$ cat src/rtl/regfile_wb_arbiter.sv
// Write-port owner for the 32-entry register file: clears x1..x(N-1) after reset,
// then round-robin arbitrates two valid/ready writeback requesters onto registered write outputs.
module regfile_wb_arbiter #(
    parameter int DATA_WIDTH     = 32,
    parameter int ADDR_WIDTH     = 5,
    parameter bit CLEAR_ON_RESET = 1'b1
) (
    input  logic                  clk,
    input  logic                  rst_n,
    input  logic                  stall,
    input  logic                  a_valid,
    output logic                  a_ready,
    input  logic [ADDR_WIDTH-1:0] a_addr,
    input  logic [DATA_WIDTH-1:0] a_data,
    input  logic                  b_valid,
    output logic                  b_ready,
    input  logic [ADDR_WIDTH-1:0] b_addr,
    input  logic [DATA_WIDTH-1:0] b_data,
    output logic                  rf_we,
    output logic [ADDR_WIDTH-1:0] rf_waddr,
    output logic [DATA_WIDTH-1:0] rf_wdata,
    output logic                  init_done
);

    // state   | meaning
    // S_CLEAR | writing zero to x1..x(2**ADDR_WIDTH-1), one index per cycle; no grants
    // S_RUN   | arbitrating requesters A and B onto the write port
    typedef enum logic {
        S_CLEAR = 1'b0,
        S_RUN   = 1'b1
    } state_t;

    localparam logic [ADDR_WIDTH-1:0] IDX_ONE = {{(ADDR_WIDTH-1){1'b0}}, 1'b1};

    state_t                state, state_next;
    logic [ADDR_WIDTH-1:0] clr_idx, clr_idx_next;
    logic                  last_b, last_b_next;
    logic                  grant_a, grant_b;
    logic                  we_next;
    logic [ADDR_WIDTH-1:0] waddr_next;
    logic [DATA_WIDTH-1:0] wdata_next;

    always_ff @(posedge clk or negedge rst_n) begin
        if (!rst_n) begin
            state    <= CLEAR_ON_RESET ? S_CLEAR : S_RUN;
            clr_idx  <= IDX_ONE;
            last_b   <= 1'b1;
            rf_we    <= 1'b0;
            rf_waddr <= '0;
            rf_wdata <= '0;
        end else begin
            state    <= state_next;
            clr_idx  <= clr_idx_next;
            last_b   <= last_b_next;
            rf_we    <= we_next;
            rf_waddr <= waddr_next;
            rf_wdata <= wdata_next;
        end
    end

    always_comb begin
        state_next   = state;
        clr_idx_next = clr_idx;
        last_b_next  = last_b;
        grant_a      = 1'b0;
        grant_b      = 1'b0;
        we_next      = 1'b0;
        waddr_next   = rf_waddr;
        wdata_next   = rf_wdata;
        case (state)
            S_CLEAR: begin
                // clr_idx wraps to 0 once the top index has been issued
                if (clr_idx == '0) begin
                    state_next = S_RUN;
                end else begin
                    we_next      = 1'b1;
                    waddr_next   = clr_idx;
                    wdata_next   = '0;
                    clr_idx_next = clr_idx + IDX_ONE;
                end
            end
            S_RUN: begin
                if (!stall) begin
                    grant_a = a_valid && (!b_valid || last_b);
                    grant_b = b_valid && !grant_a;
                end
                if (grant_a) begin
                    we_next     = (a_addr != '0);
                    waddr_next  = a_addr;
                    wdata_next  = a_data;
                    last_b_next = 1'b0;
                end else if (grant_b) begin
                    we_next     = (b_addr != '0);
                    waddr_next  = b_addr;
                    wdata_next  = b_data;
                    last_b_next = 1'b1;
                end
            end
            default: state_next = S_RUN;
        endcase
    end

    assign a_ready   = grant_a;
    assign b_ready   = grant_b;
    assign init_done = (state == S_RUN);

endmodule

$ cat config.mk
export PLATFORM = sky130hd
export DESIGN_NAME = regfile_wb_arbiter
export DESIGN_NICKNAME = d
export VERILOG_FILES = /design/src/rtl/regfile_wb_arbiter.sv
export SDC_FILE = /design/constraint.sdc
export NUM_CORES = 1
export LEC_CHECK = 0
export CORE_ASPECT_RATIO = 1.1
export CORE_MARGIN = 5
export CORE_UTILIZATION = 36
export CTS_CLUSTER_SIZE = 20
export DETAILED_ROUTE_END_ITERATION = 7
export PLACE_DENSITY = 0.76
export SYNTH_ARGS = -nofsm -noshare
export SYNTH_HDL_FRONTEND = slang
export SYNTH_SLANG_ARGS = --single-unit
$ cat constraint.sdc
create_clock -name clk -period 1.7 [get_ports clk]
set_clock_uncertainty 0.1 [all_clocks]
set_input_delay 0.255 -clock clk [delete_from_list [all_inputs] [get_ports clk]]
set_output_delay 0.255 -clock clk [all_outputs]
set_load 0.02 [all_outputs]
; ---- Word-level counts from Yosys, hierarchy flattened
; Cells that the tools add are included.
[op_classes]
add_sub_neg = 1
mul = 0
div_mod_pow = 0
order_cmp = 0
eq_ne = 2
shifts = 0
muxes = 22
bitwise = 2
n_reduce_logical = 12
[ops]
columns = cell, count
row1 = 32-bit two-way mux, 3
row2 = 32-bit case mux with 2 select lines, 1
row3 = 5-bit two-way mux, 3
row4 = 1-bit two-way mux, 13
row5 = 5-bit case mux with 2 select lines, 1
row6 = 5-bit nonzero test, 2
row7 = 2-bit AND reduction, 3
row8 = 5-bit by 1-bit adder with 5-bit output (second input constant), 1
row9 = 5-bit zero test, 1
row10 = 3-bit by 1-bit != test with 1-bit output (second input constant), 1
row11 = 1-bit logical AND, 2
row12 = 1-bit zero test, 2
row13 = 2-bit != test (second input constant), 1
row14 = 1-bit NOT, 2
row15 = 1-bit case mux with 2 select lines, 1
row16 = 2-bit nonzero test, 1
row17 = 1-bit logical OR, 1
[totals]
ff_bits = 45
latch_bits = 0
ram_bits = 0
rom_bits = 0
input_bits = 79
wordCells = 45
n_memories = 0

; ---- Logic depth before layout (Yosys ltp)
; Gate-level depths: netlist of run 1.
[depth]
depth_word = 10
mapped_depth = 9
mapped_depth_nobuf = 7

; ---- Worst setup path before layout of run 1
; No wires, ideal clock.
[synth_path]
path_kind = register to register
from = reg clr_idx[0]
to = reg rf_wdata[10]
arrival_time_ns = 1.540
slack_ns = -0.072
path_stages_with_launch = 10
path_buffers = 2
period_less_slack_ns = 1.772
cell_sequence = dfstp_2 inv_1 ha_1 nor4b_2 nor2_2 inv_2 buf_6 buf_4 nand3_1 o21ai_1
[synth_between]
elab_chain_len = 3
[synth_lines]
columns = item, line_no
row1 = "start, declared", 36  ; logic [ADDR_WIDTH-1:0] clr_idx, clr_idx_next;
row2 = "start signal, assigned", 53  ; clr_idx <= clr_idx_next;
row3 = 5-bit zero test, 73  ; if (clr_idx == '0) begin
row4 = 2-bit != test (no source line), n/a
row5 = 2-bit AND reduction (no source line), n/a
row6 = "end signal, assigned", 57  ; rf_wdata <= wdata_next;
row7 = "end, declared", 21  ; output logic [DATA_WIDTH-1:0] rf_wdata,
; Every way passes these cells.
; A chain may end at the register's enable or synchronous reset.

; ---- Worst setup path in the final report of run 1
[layout_path]
from = reg clr_idx[0]
to = reg rf_waddr[1]
[layout_between]
elab_chain_len = 3
[layout_lines]
columns = item, line_no
row1 = 5-bit zero test, 73
row2 = 2-bit != test (no source line), n/a
row3 = 2-bit AND reduction (no source line), n/a
row4 = "end signal, assigned", 56  ; rf_waddr <= waddr_next;
row5 = "end, declared", 20  ; output logic [ADDR_WIDTH-1:0] rf_waddr,
; Every way passes these cells.

==> reports/summary.md, run 1 <==
The final critical-path required period is 1.71 ns, and the share of the synthesized area in the top cell type is 46.5%. The tool flagged a number of max-cap violations equal to 0. Class of the most critical hold timing path: input port to asynchronous set/reset pin.

Setup violations remaining at the end of the flow were counted as 2. For the number of cells produced by synthesis, the log shows 216. In this run the remaining antenna-violating nets after routing total 0. The run gives -0.00598 ns as the sum of negative setup slack. Global routing used 14.7% of the available tracks across all layers.

The wire length of the first global-routing pass was 9.60 mm; the layout cell share with drive strength beyond 1 was 16.8%. The checks that failed: negative setup slack. Synthesis produced a netlist with a net count of 297. Number of placed I/O pins: 120. Relative to the synthesized area, the layout overhead comes to 69.6%. Slew at the pin closest to its max-slew limit: 0.458 ns. The run gives 0.00164 µW as the static leakage. By area the synthesized netlist is led by sky130_fd_sc_hd__dfrtp_1 (46%), sky130_fd_sc_hd__mux2i_1 (15%), sky130_fd_sc_hd__nand3_1 (8.2%). The flow ran to the end, but the final reports show violations. For the placeable core area, the log shows 6230 µm². After filler insertion, the fill cell instance count of the layout stands at 551. The max-slew violation count is 0.

The worst-case IR drop observed on VDD is 0.000363 V. The first routing iteration left 60 violations. The floorplan has 30 rows.

The count of H-tree levels built during CTS came out at 2. Buffers placed on the I/O ports in this run total 119. Number of enable flip-flop cells after synthesis: 0. The die covers 8140 µm². The routed layout has 2102 vias.

For the worst setup path, the data required time is 1.78 ns. The synthesized design spends more area on one cell type than any other, namely sky130_fd_sc_hd__dfrtp_1. The tools report the clock root buffer master as sky130_fd_sc_hd__clkbuf_8. Counting flops with an async set or reset pin after synthesis yields a share of 100%.

Counting distinct cell types in the post-synthesis netlist gives 33. Timing would allow up to 586 MHz. The floorplan die height works out to 94.1 µm. Setup repair after global routing could not meet its margin everywhere.

The final count of hold timing violations was 0; the warning count from the yosys run was 0. The worst pin sits at a relative slew slack of 69.5%. The iteration count of the initial detailed-routing pass was 4; the power per unit of standard cell area was 794 nW/µm². In this run the mean area of a mapped cell was 10.7 µm².

Critical path start-end classification: flop to flop. The largest fanout on the critical path is 5. The run gives 2 as the worst-case clock buffer depth. Summed over all layers, the routed wires come to 6.20 mm. From left edge to right edge, the die measures 86.5 µm. The post-synthesis sequential area ratio is 48.8%. In this run the cell area of the synthesized design comes to 2310 µm². The logs give 63.0% for the core utilization of the finished layout and 0 for the initial antenna violation count. The setup slack at placement was -0.332 ns; the worst endpoint data arrival time was 1.78 ns.

Prevailing post-synth register cell: sky130_fd_sc_hd__dfrtp_1. The tools report the worst path setup slack after routing as -0.00508 ns. The synthesis-stage register bit count works out to 45. The number of design rule violations left after detail routing is 0, and the final period utilization is 100%. The average wire per standard cell is 14.2 µm, and the number of antenna cells inserted is 0. The number of nets in the final layout is 438, and the clock transition at the registers of the reported paths is 0.08 ns. The total overflow reported by the global router was 0. The run gives 37.1% as the initial core utilization. STA classifies the critical path endpoint as a flop. The count of clock tree sinks is 45.

The clock reaches the later pin of the worst-skew pair after 0.29 ns. Entering global routing, the biggest net connects 29 pins. The worst setup path is launched from a flop. Clock tree synthesis inserted a total of 5 buffers. The HPWL after detailed placement is 5.12 mm, and the via-per-instance ratio is 4.80. The tools report the via count of the first global-routing pass as 2049. Final hold analysis gives a worst-case slack of 0.349 ns. TritonCTS built the clock tree.

The congestion estimate from routability-driven global placement came to 0.737.
cell families after synthesis:
family                   share of synthesized area, %
AO/OA/AOI/OAI                                    11.2
XOR/XNOR                                         1.14
adder cells (fa/ha/maj)                          1.08
buffers and inverters                            6.70
flip-flops                                       48.8
multiplexers                                     16.1
AND/OR/NAND/NOR                                  15.0
where the power goes:
group          internal, µW  total, µW  switching (µW)  leakage [µW]
Sequential             1200       1270            65.4      0.000551
Combinational           565       1020             451       0.00103
Clock                   478        835             357     0.0000574
Total                  2240       3120             874       0.00164
critical path, cell delays in order, from the launching register on:
cell	delay, ns
sky130_fd_sc_hd__dfstp_2	0.54
sky130_fd_sc_hd__inv_2	0.04
sky130_fd_sc_hd__ha_2	0.17
sky130_fd_sc_hd__nor4b_4	0.12
sky130_fd_sc_hd__nor2_2	0.14
sky130_fd_sc_hd__inv_2	0.08
sky130_fd_sc_hd__and2_4	0.14
sky130_fd_sc_hd__mux2_2	0.26
final timing paths:
kind	startpoint	to	slack (ns)	cells past startpoint
setup / recovery	clr_idx[0]	rf_waddr[1]	-0.005	7
setup reg to reg	clr_idx[0]	rf_waddr[1]	-0.005	7
hold / removal	rst_n	rf_waddr[4]	0.35	2
max in group asynchronous	rst_n	last_b	0.62	3
min in group clk	clr_idx[0]	clr_idx[0]	0.40	2
hold reg to reg	clr_idx[0]	clr_idx[0]	0.40	2
cell type report:
type                    instances  area [µm²]  area share [%]
well taps                      80         100            2.55
clock buffers                   6        82.6            2.10
multi-input cells             151        1080            27.6
flip-flops and latches         45        1130            28.8
clock inverters                 2        37.5           0.956
repair buffers                149        1470            37.5
inverters                       5        18.8           0.478
state kept, by name, summed over array words and instances (netlist names):
signal	flops
rf_waddr	5
rf_wdata	32
last_b	1
init_done	1
clr_idx	5
rf_we	1
synth_stat cells (3+ instances only):
cell type,count
sky130_fd_sc_hd__a31oi_1,4
sky130_fd_sc_hd__nand2_1,4
sky130_fd_sc_hd__nand3_1,38
sky130_fd_sc_hd__buf_2,4
sky130_fd_sc_hd__dfrtp_1,43
sky130_fd_sc_hd__buf_4,3
sky130_fd_sc_hd__inv_1,4
sky130_fd_sc_hd__o21ai_1,31
sky130_fd_sc_hd__xnor2_1,3
sky130_fd_sc_hd__nor2_1,6
sky130_fd_sc_hd__mux2i_1,35
sky130_fd_sc_hd__a21oi_1,3
sky130_fd_sc_hd__clkbuf_1,3
sky130_fd_sc_hd__o21ai_0,6
sky130_fd_sc_hd__buf_12,3
metal layers:
layer  vias to the layer above  track usage, %  wire length [µm]
met4                         0            2.73                21
met2                        78            26.8              3170
met1                       961            17.1              2460
met3                         3            4.21               552
li1                       1060               -                 -
met5                         -               0                 0
layout by cell type (no fill, tap or decap), types with 3 or more instances in the layout:
master / count
sky130_fd_sc_hd__clkdlybuf4s50_1: 113
sky130_fd_sc_hd__dfrtp_1: 43
sky130_fd_sc_hd__nand3_1: 38
sky130_fd_sc_hd__mux2i_1: 34
sky130_fd_sc_hd__o21ai_1: 32
sky130_fd_sc_hd__buf_4: 25
sky130_fd_sc_hd__nor2_1: 6
sky130_fd_sc_hd__clkbuf_8: 6
sky130_fd_sc_hd__o21ai_0: 5
sky130_fd_sc_hd__buf_12: 5
sky130_fd_sc_hd__nand2_1: 4
sky130_fd_sc_hd__inv_2: 3
sky130_fd_sc_hd__a21oi_1: 3
sky130_fd_sc_hd__xnor2_1: 3
sky130_fd_sc_hd__a31oi_1: 3
what timing repair did:
item                                    4_1_cts  5_1_grt
hold endpoints to repair                     17        0
buffers inserted                              2        1
endpoints found under the setup margin        6       36
pin swaps                                     1        1
hold buffers                                  1        0
gates resized for setup                       9        9
stage by stage:
stage	cells	area (µm²)	power (µW)
after floorplan	216	2340	1720
after global placement	427	3750	2280
after detailed placement	427	3750	2300
after CTS	438	3880	3150
after global routing	438	3930	3270
final	438	3930	3120
No activity file was read; power rests on OpenSTA's default activity.
==> run 2, diff against run 1 <==
--- a/config.mk
+++ b/config.mk
@@ -5,12 +5,11 @@
 export SDC_FILE = /design/constraint.sdc
 export NUM_CORES = 1
 export LEC_CHECK = 0
-export CORE_ASPECT_RATIO = 1.1
 export CORE_MARGIN = 5
-export CORE_UTILIZATION = 36
+export CORE_UTILIZATION = 40
 export CTS_CLUSTER_SIZE = 20
 export DETAILED_ROUTE_END_ITERATION = 7
-export PLACE_DENSITY = 0.76
+export PLACE_DENSITY = 0.8
 export SYNTH_ARGS = -nofsm -noshare
 export SYNTH_HDL_FRONTEND = slang
 export SYNTH_SLANG_ARGS = --single-unit
==> constraint.sdc (replaced) <==
create_clock -name clk -period 2 [get_ports clk]
set_clock_uncertainty 0.1 [all_clocks]
set_input_delay 0.3 -clock clk [delete_from_list [all_inputs] [get_ports clk]]
set_output_delay 0.3 -clock clk [all_outputs]
set_load 0.02 [all_outputs]
==> run 2 against run 1 <==
  * Via count shrank 2.0%
  * Critical endpoint is now init_done
  * Sequential share of layout area is 1.6 points higher
  * The run now ends clean
  * Clock power decreased by 36%
==> reports/summary.md, run 2 (same netlist as run 1, synthesis figures left out) <==
The run gives 44.0% (+3.4 points) as the sequential power share. The HPWL after detailed placement is 4.90 mm (-4.2%), and the clock transition at the registers of the reported paths is 0.08 ns (about the same). Final critical-path required period: 1.87 ns. The residual antenna-violating net count after detailed routing was 0 (unchanged); the initial core utilization was 41.5% (+4.4 points).

Timing would allow up to 536 MHz. Reg-to-reg critical path startpoint: clr_idx[0]. The final critical path takes up 93.4% of the cycle. The count of H-tree levels built during CTS is 2 (unchanged), and the worst IR drop on VDD is 0.000353 V (-2.8%). The slew at the pin closest to its max-slew limit is 0.510 ns (+0.0523 ns). TritonCTS built the clock tree.

The number of placed instances, taps included is 406 (-4.9%), and the final instance count without filler cells is 415 (-5.3%). Clock latency reported for the late side of the worst-skew pair: 0.29 ns (about the same). The run gives 7410 µm² (-8.9%) as the area enclosed by the die boundary.

The overall global routing resource usage is 16.8% (+2.0 points). The flow ran to the end, and the final reports show no timing, DRC or antenna violations. The tools report the number of failing setup endpoints in the final timing report as 0 (-2).

The starting DRC count in detailed routing was 77 (+28%); the total CTS buffers was 5 (unchanged). The relative max-transition margin is 66.0% (-3.5 points). Kind of cell adding the most delay to the critical path: buffers and inverters. The placement row count is 27 (-10%), and the number of nets in the final layout is 423 (-3.4%). Among all stages on the critical path, the largest delay is contributed by sky130_fd_sc_hd__clkdlybuf4s50_1. Compared with the post-synthesis result, the final layout area differs by 60.8%. The average wire per standard cell was 14.7 µm (+4.1%); the required time at the worst-slack endpoint was 1.60 ns (-0.18 ns). The clock share of power is 21.9% (-4.9 points), and the switching portion of total power is 29.5% (+1.4 points). The delay of the slowest critical-path stage is 0.64 ns (+0.10 ns), and the largest fanout on the critical path is 10 (+5). The net switching power figure was 721 µW (-18%). CTS placed an instance of sky130_fd_sc_hd__clkbuf_8 at the clock tree root. The static leakage was 0.00151 µW (-8.2%).

STA classifies the critical path startpoint as a flop. Max-slew violation count: 0 (unchanged). The worst hold path belongs to the class input port to asynchronous set/reset pin. The largest net degree at the start of global routing is 39 (+34%), and the worst endpoint data arrival time is 1.47 ns (-0.31 ns). The count of buffers inserted at the top-level ports is 119 (unchanged), and the placeable core area is 5570 µm² (-11%). The run gives 2059 (-2.0%) as the count of vias placed by the detailed router. The origin of the worst setup path is init_done. The tools report the endpoint type of the worst setup path as an output port. Ranked by flip-flop count, first place goes to rf_wdata. The final wirelength was 6.12 mm (-1.4%). The floorplan die height was 86.1 µm (-8.5%); the layout cell share with drive strength beyond 1 was 9.62% (-7.1 points). The run gives 3720 µm² (-5.2%) as the summed area of non-filler cells in the final layout.

The number of design rule violations left after detail routing was 0 (unchanged). The worst setup path is of the flop to output port kind. The number of buffers and inverters on the critical path was 2 (unchanged); the instance area at placement was 3630 µm² (-3.2%).

For the number of antenna cells inserted, the log shows 0 (unchanged). The run gives 45 (unchanged) as the count of clock tree sinks. The sum of negative setup slack came out at 0 ns (+0.00598 ns).

The power per unit of standard cell area is 657 nW/µm² (-17%), and the wire length of the first global-routing pass is 9.84 mm (+2.5%). The critical path goes through buf_4 > clkdlybuf4s50_1. The via-per-instance ratio is 4.96 (+3.4%), and the initial antenna violation count is 0 (unchanged).

For the part of the power in combinational logic, the log shows 34.1% (+1.5 points). Leaving out fill and tap cells, the most frequent cell in the layout is sky130_fd_sc_hd__clkdlybuf4s50_1. The total overflow reported by the global router is 0 (unchanged).

The run gives 0.739 (+0.31%) as the routability congestion estimate. The count of max-cap constraint violations was 0 (unchanged). Setup repair after global routing left no endpoint under its margin.

The flip-flop count of the largest register, all copies and words added is 32 (unchanged). Iteration count of the initial detailed-routing pass: 4 (unchanged). The floorplan die width was 86.1 µm (-0.45%). The post-CTS setup repair buffer count was 0 (-2); the via count of the first global-routing pass was 2118 (+3.4%). The top cell types in the final layout, fill and taps aside, are sky130_fd_sc_hd__clkdlybuf4s50_1 (116), sky130_fd_sc_hd__dfrtp_1 (43), sky130_fd_sc_hd__nand3_1 (38), sky130_fd_sc_hd__mux2i_1 (35), sky130_fd_sc_hd__o21ai_1 (31). Final count of hold timing violations: 0 (unchanged). The largest registers in the layout are rf_wdata x32, clr_idx x5, rf_waddr x5. The number of placed I/O pins is 120 (unchanged), and the worst-case clock buffer depth is 2 (unchanged).

The internal power contribution was 1720 µW (-23%).
## run 2: per-stage QoR
stage               worst slack [ns]  hold slack, ns  power [µW]  utilization (%)
finish                         0.133           0.406        2440             66.8
global route                  0.0505           0.433        2580             66.8
CTS                            0.124           0.406        2480             66.8
detailed placement           -0.0527           0.192        1940             65.1
global placement             0.00446           0.192        1920             65.1
floorplan                      0.228         -0.0956        1460                -
## run 2: timing repair
| item | in CTS | in global routing |
|---|---|---|
| hold buffers | 1 | 0 |
| hold endpoints to repair | 18 | 0 |
| endpoints found under the setup margin | 2 | 0 |
| gates resized for setup | 2 | 0 |
## run 2: path summary, 6_finish.rpt
path                            slack, ns  depth (start not counted)           end
worst max-delay path                 0.13                          2     init_done
worst min-delay path                 0.41                          2  rf_wdata[22]
worst max register to register       0.18                          8   rf_waddr[2]
worst min register to register       0.41                          2  rf_wdata[27]
max in group asynchronous            0.89                          3    clr_idx[4]
min in group clk                     0.41                          2  rf_wdata[27]
## run 2: per-layer routing
layer / global-route usage (%) / wire (µm) / vias to the layer above
met1: 18.4 / 2370 / 951
li1: - / - / 1030
met2: 29.6 / 3040 / 73
met3: 6.53 / 638 / 5
met5: 0 / 0 / -
met4: 5.18 / 68 / 0
## run 2: final cells by class
cell class                      count  area (µm²)
Multi-Input combinational cell    151        1040
Fill cell                         464        1850
Clock buffer                        7        76.3
Inverter                            5        18.8
Tap cell                           72        90.1
Sequential cell                    45        1130
Clock inverter                      1        7.51
Timing Repair Buffer              134        1360
## run 2: power by group through the flow
stage	clock, µW	sequential [µW]	combinational, µW
2_1_floorplan	0	1230	234
3_3_place_gp	0	1090	831
3_5_place_dp	0	1090	845
4_1_cts	559	1080	847
5_1_grt	595	1090	895
6_report	535	1080	833
==> variant (settings of run 1) <==
Change the parameter `CLEAR_ON_RESET` from 1'b1 to 1'b0.
--- a/src/rtl/regfile_wb_arbiter.sv
+++ b/src/rtl/regfile_wb_arbiter.sv
@@ -3,7 +3,7 @@
 module regfile_wb_arbiter #(
     parameter int DATA_WIDTH     = 32,
     parameter int ADDR_WIDTH     = 5,
-    parameter bit CLEAR_ON_RESET = 1'b1
+    parameter bit CLEAR_ON_RESET = 1'b0
 ) (
     input  logic                  clk,
     input  logic                  rst_n,
Behaviour: not the same (Yosys sat finds a counterexample within 4 cycles, from zero or initial values and one cycle with rst_n low).
==> variant against run 1 <==
- the flow still finishes with violations (setup timing)
- sequential cell count is the same
- synthesized cell count is the same
- wire length grew 1.0%
- sequential power is essentially flat
- power shrank 6.9%
- setup slack lost 0.040 ns
- final cell count grew 0.68%
- area after synthesis is essentially flat
- cell area shrank 0.22%
- global-route usage grew 0.71 points
- highest routed layer unchanged
==> variant: results (changes against run 1) <==
.. list-table::
   :header-rows: 1

   * - Metric
     - Value
   * - Status
     - finished, violations left
   * - Violated checks
     - setup timing
   * - Number of vias per cell after detailed routing
     - 4.77 (-0.59%)
   * - Power density over the cells
     - 741 nW/µm² (-6.7%)
   * - Number of synthesis warnings
     - 0 (unchanged)
   * - Count of routing violations after the opening detailed-route iteration
     - 84 (+40%)
   * - Commonest cells in the synthesized netlist
     - 42 x sky130_fd_sc_hd__dfrtp_1, 38 x sky130_fd_sc_hd__nand3_1, 35 x sky130_fd_sc_hd__mux2i_1
   * - Detail Route met2 WL
     - 3.20 mm (+1.0%)
   * - Wirelength, routed
     - 6.26 mm (+1.0%)
   * - Amount of wire on met3 after detailed routing
     - 545 µm (-1.3%)
   * - Post-place instance area
     - 3730 µm² (-0.57%)
   * - Synth Area in Adders
     - 1.08% (about the same)
   * - Combinational cell fraction of total power
     - 34.6% (+2.0 points)
   * - Mean instance size in the synthesized netlist
     - 10.7 µm² (about the same)
   * - Placed wire-length estimate
     - 4.96 mm (-3.1%)
   * - GR met1 Demand/Resource
     - 17.9% (+0.80 points)
   * - Arrival time worst endpoint
     - 1.82 ns (+0.04 ns)
   * - Placed Cells incl. Taps
     - 424 (-0.70%)
   * - Number of global-route vias before repair
     - 2,200 (+7.4%)
   * - Reported clock group power
     - 0.000630 W (-25%)
   * - Final setup margin
     - -0.0449 ns (-0.0398 ns)
   * - Mux share of post-synthesis cell area
     - 16.1% (about the same)
   * - Worst slew margin
     - 74.1% (+4.6 points)
   * - Fraction of layout cells with a size suffix above 1
     - 16.3% (-0.42 points)
   * - Leak pwr
     - 1.62 nW (-1.5%)
   * - Detailed-routing wirelength on met1
     - 2.47 mm (+0.16%)
   * - Fraction of synthesized cell area in xor and xnor cells
     - 1.13% (about the same)
   * - Overall routing resource usage
     - 15.4% (+0.71 points)
   * - Hold Crit Class
     - in2async
   * - Post-placement setup slack
     - -0.292 ns (+0.0403 ns)
   * - Ranking of synthesized cells by area
     - sky130_fd_sc_hd__dfrtp_1 45%, sky130_fd_sc_hd__mux2i_1 15%, sky130_fd_sc_hd__nand3_1 8.2%
   * - Worst flop-to-flop path endpoint
     - rf_waddr[0]
   * - Compound-gate portion of the synthesized area
     - 11.2% (about the same)
   * - Clock Path Buffers
     - 2 (unchanged)
   * - Final Instance Count excl. Fillers
     - 441 (+0.68%)
   * - Pin count of the biggest net entering global routing
     - 46 (+59%)
   * - Met3 usage
     - 5.44% (+1.2 points)
   * - Summed negative setup slack over all endpoints
     - -0.0574 ns (-0.0514 ns)
   * - Final Setup Violations
     - 2 (unchanged)
   * - Register area share after synthesis
     - 48.8% (about the same)
   * - Peak VDD IR
     - 430 µV (+18%)
   * - First-pass GRT wire length
     - 10.1 mm (+4.8%)
[variant: what timing repair did]
item	CTS	global route
resized for setup	11	9
hold buffers	1	0
setup endpoints to repair	7	28
setup buffers	3	5
pin swaps	1	3
hold endpoints to repair	42	0
[variant: worst min path at each step]
stage	startpoint	depth (start not counted)	slack (ns)	to
detailed placement	rst_n	2	0.16	rf_waddr[4]
CTS	rst_n	3	0.37	rf_waddr[4]
global placement	rst_n	2	0.15	rf_waddr[4]
finish	rst_n	3	0.37	rf_waddr[4]
floorplan	rst_n	0	-0.14	clr_idx[1]
global route	rst_n	3	0.40	rf_waddr[4]
[variant: cell type report]
class / count / area [µm²]
flip-flops and latches: 45 / 1130
fillers: 564 / 2310
inverters: 5 / 18.8
repair buffers: 152 / 1500
well taps: 80 / 100
clock buffers: 8 / 80.1
multi-input cells: 151 / 1080
[variant: tightest hold or removal path: cells and delay by family]
family | cells | cell delay [ns]
buf+inv | 3 | 0.87
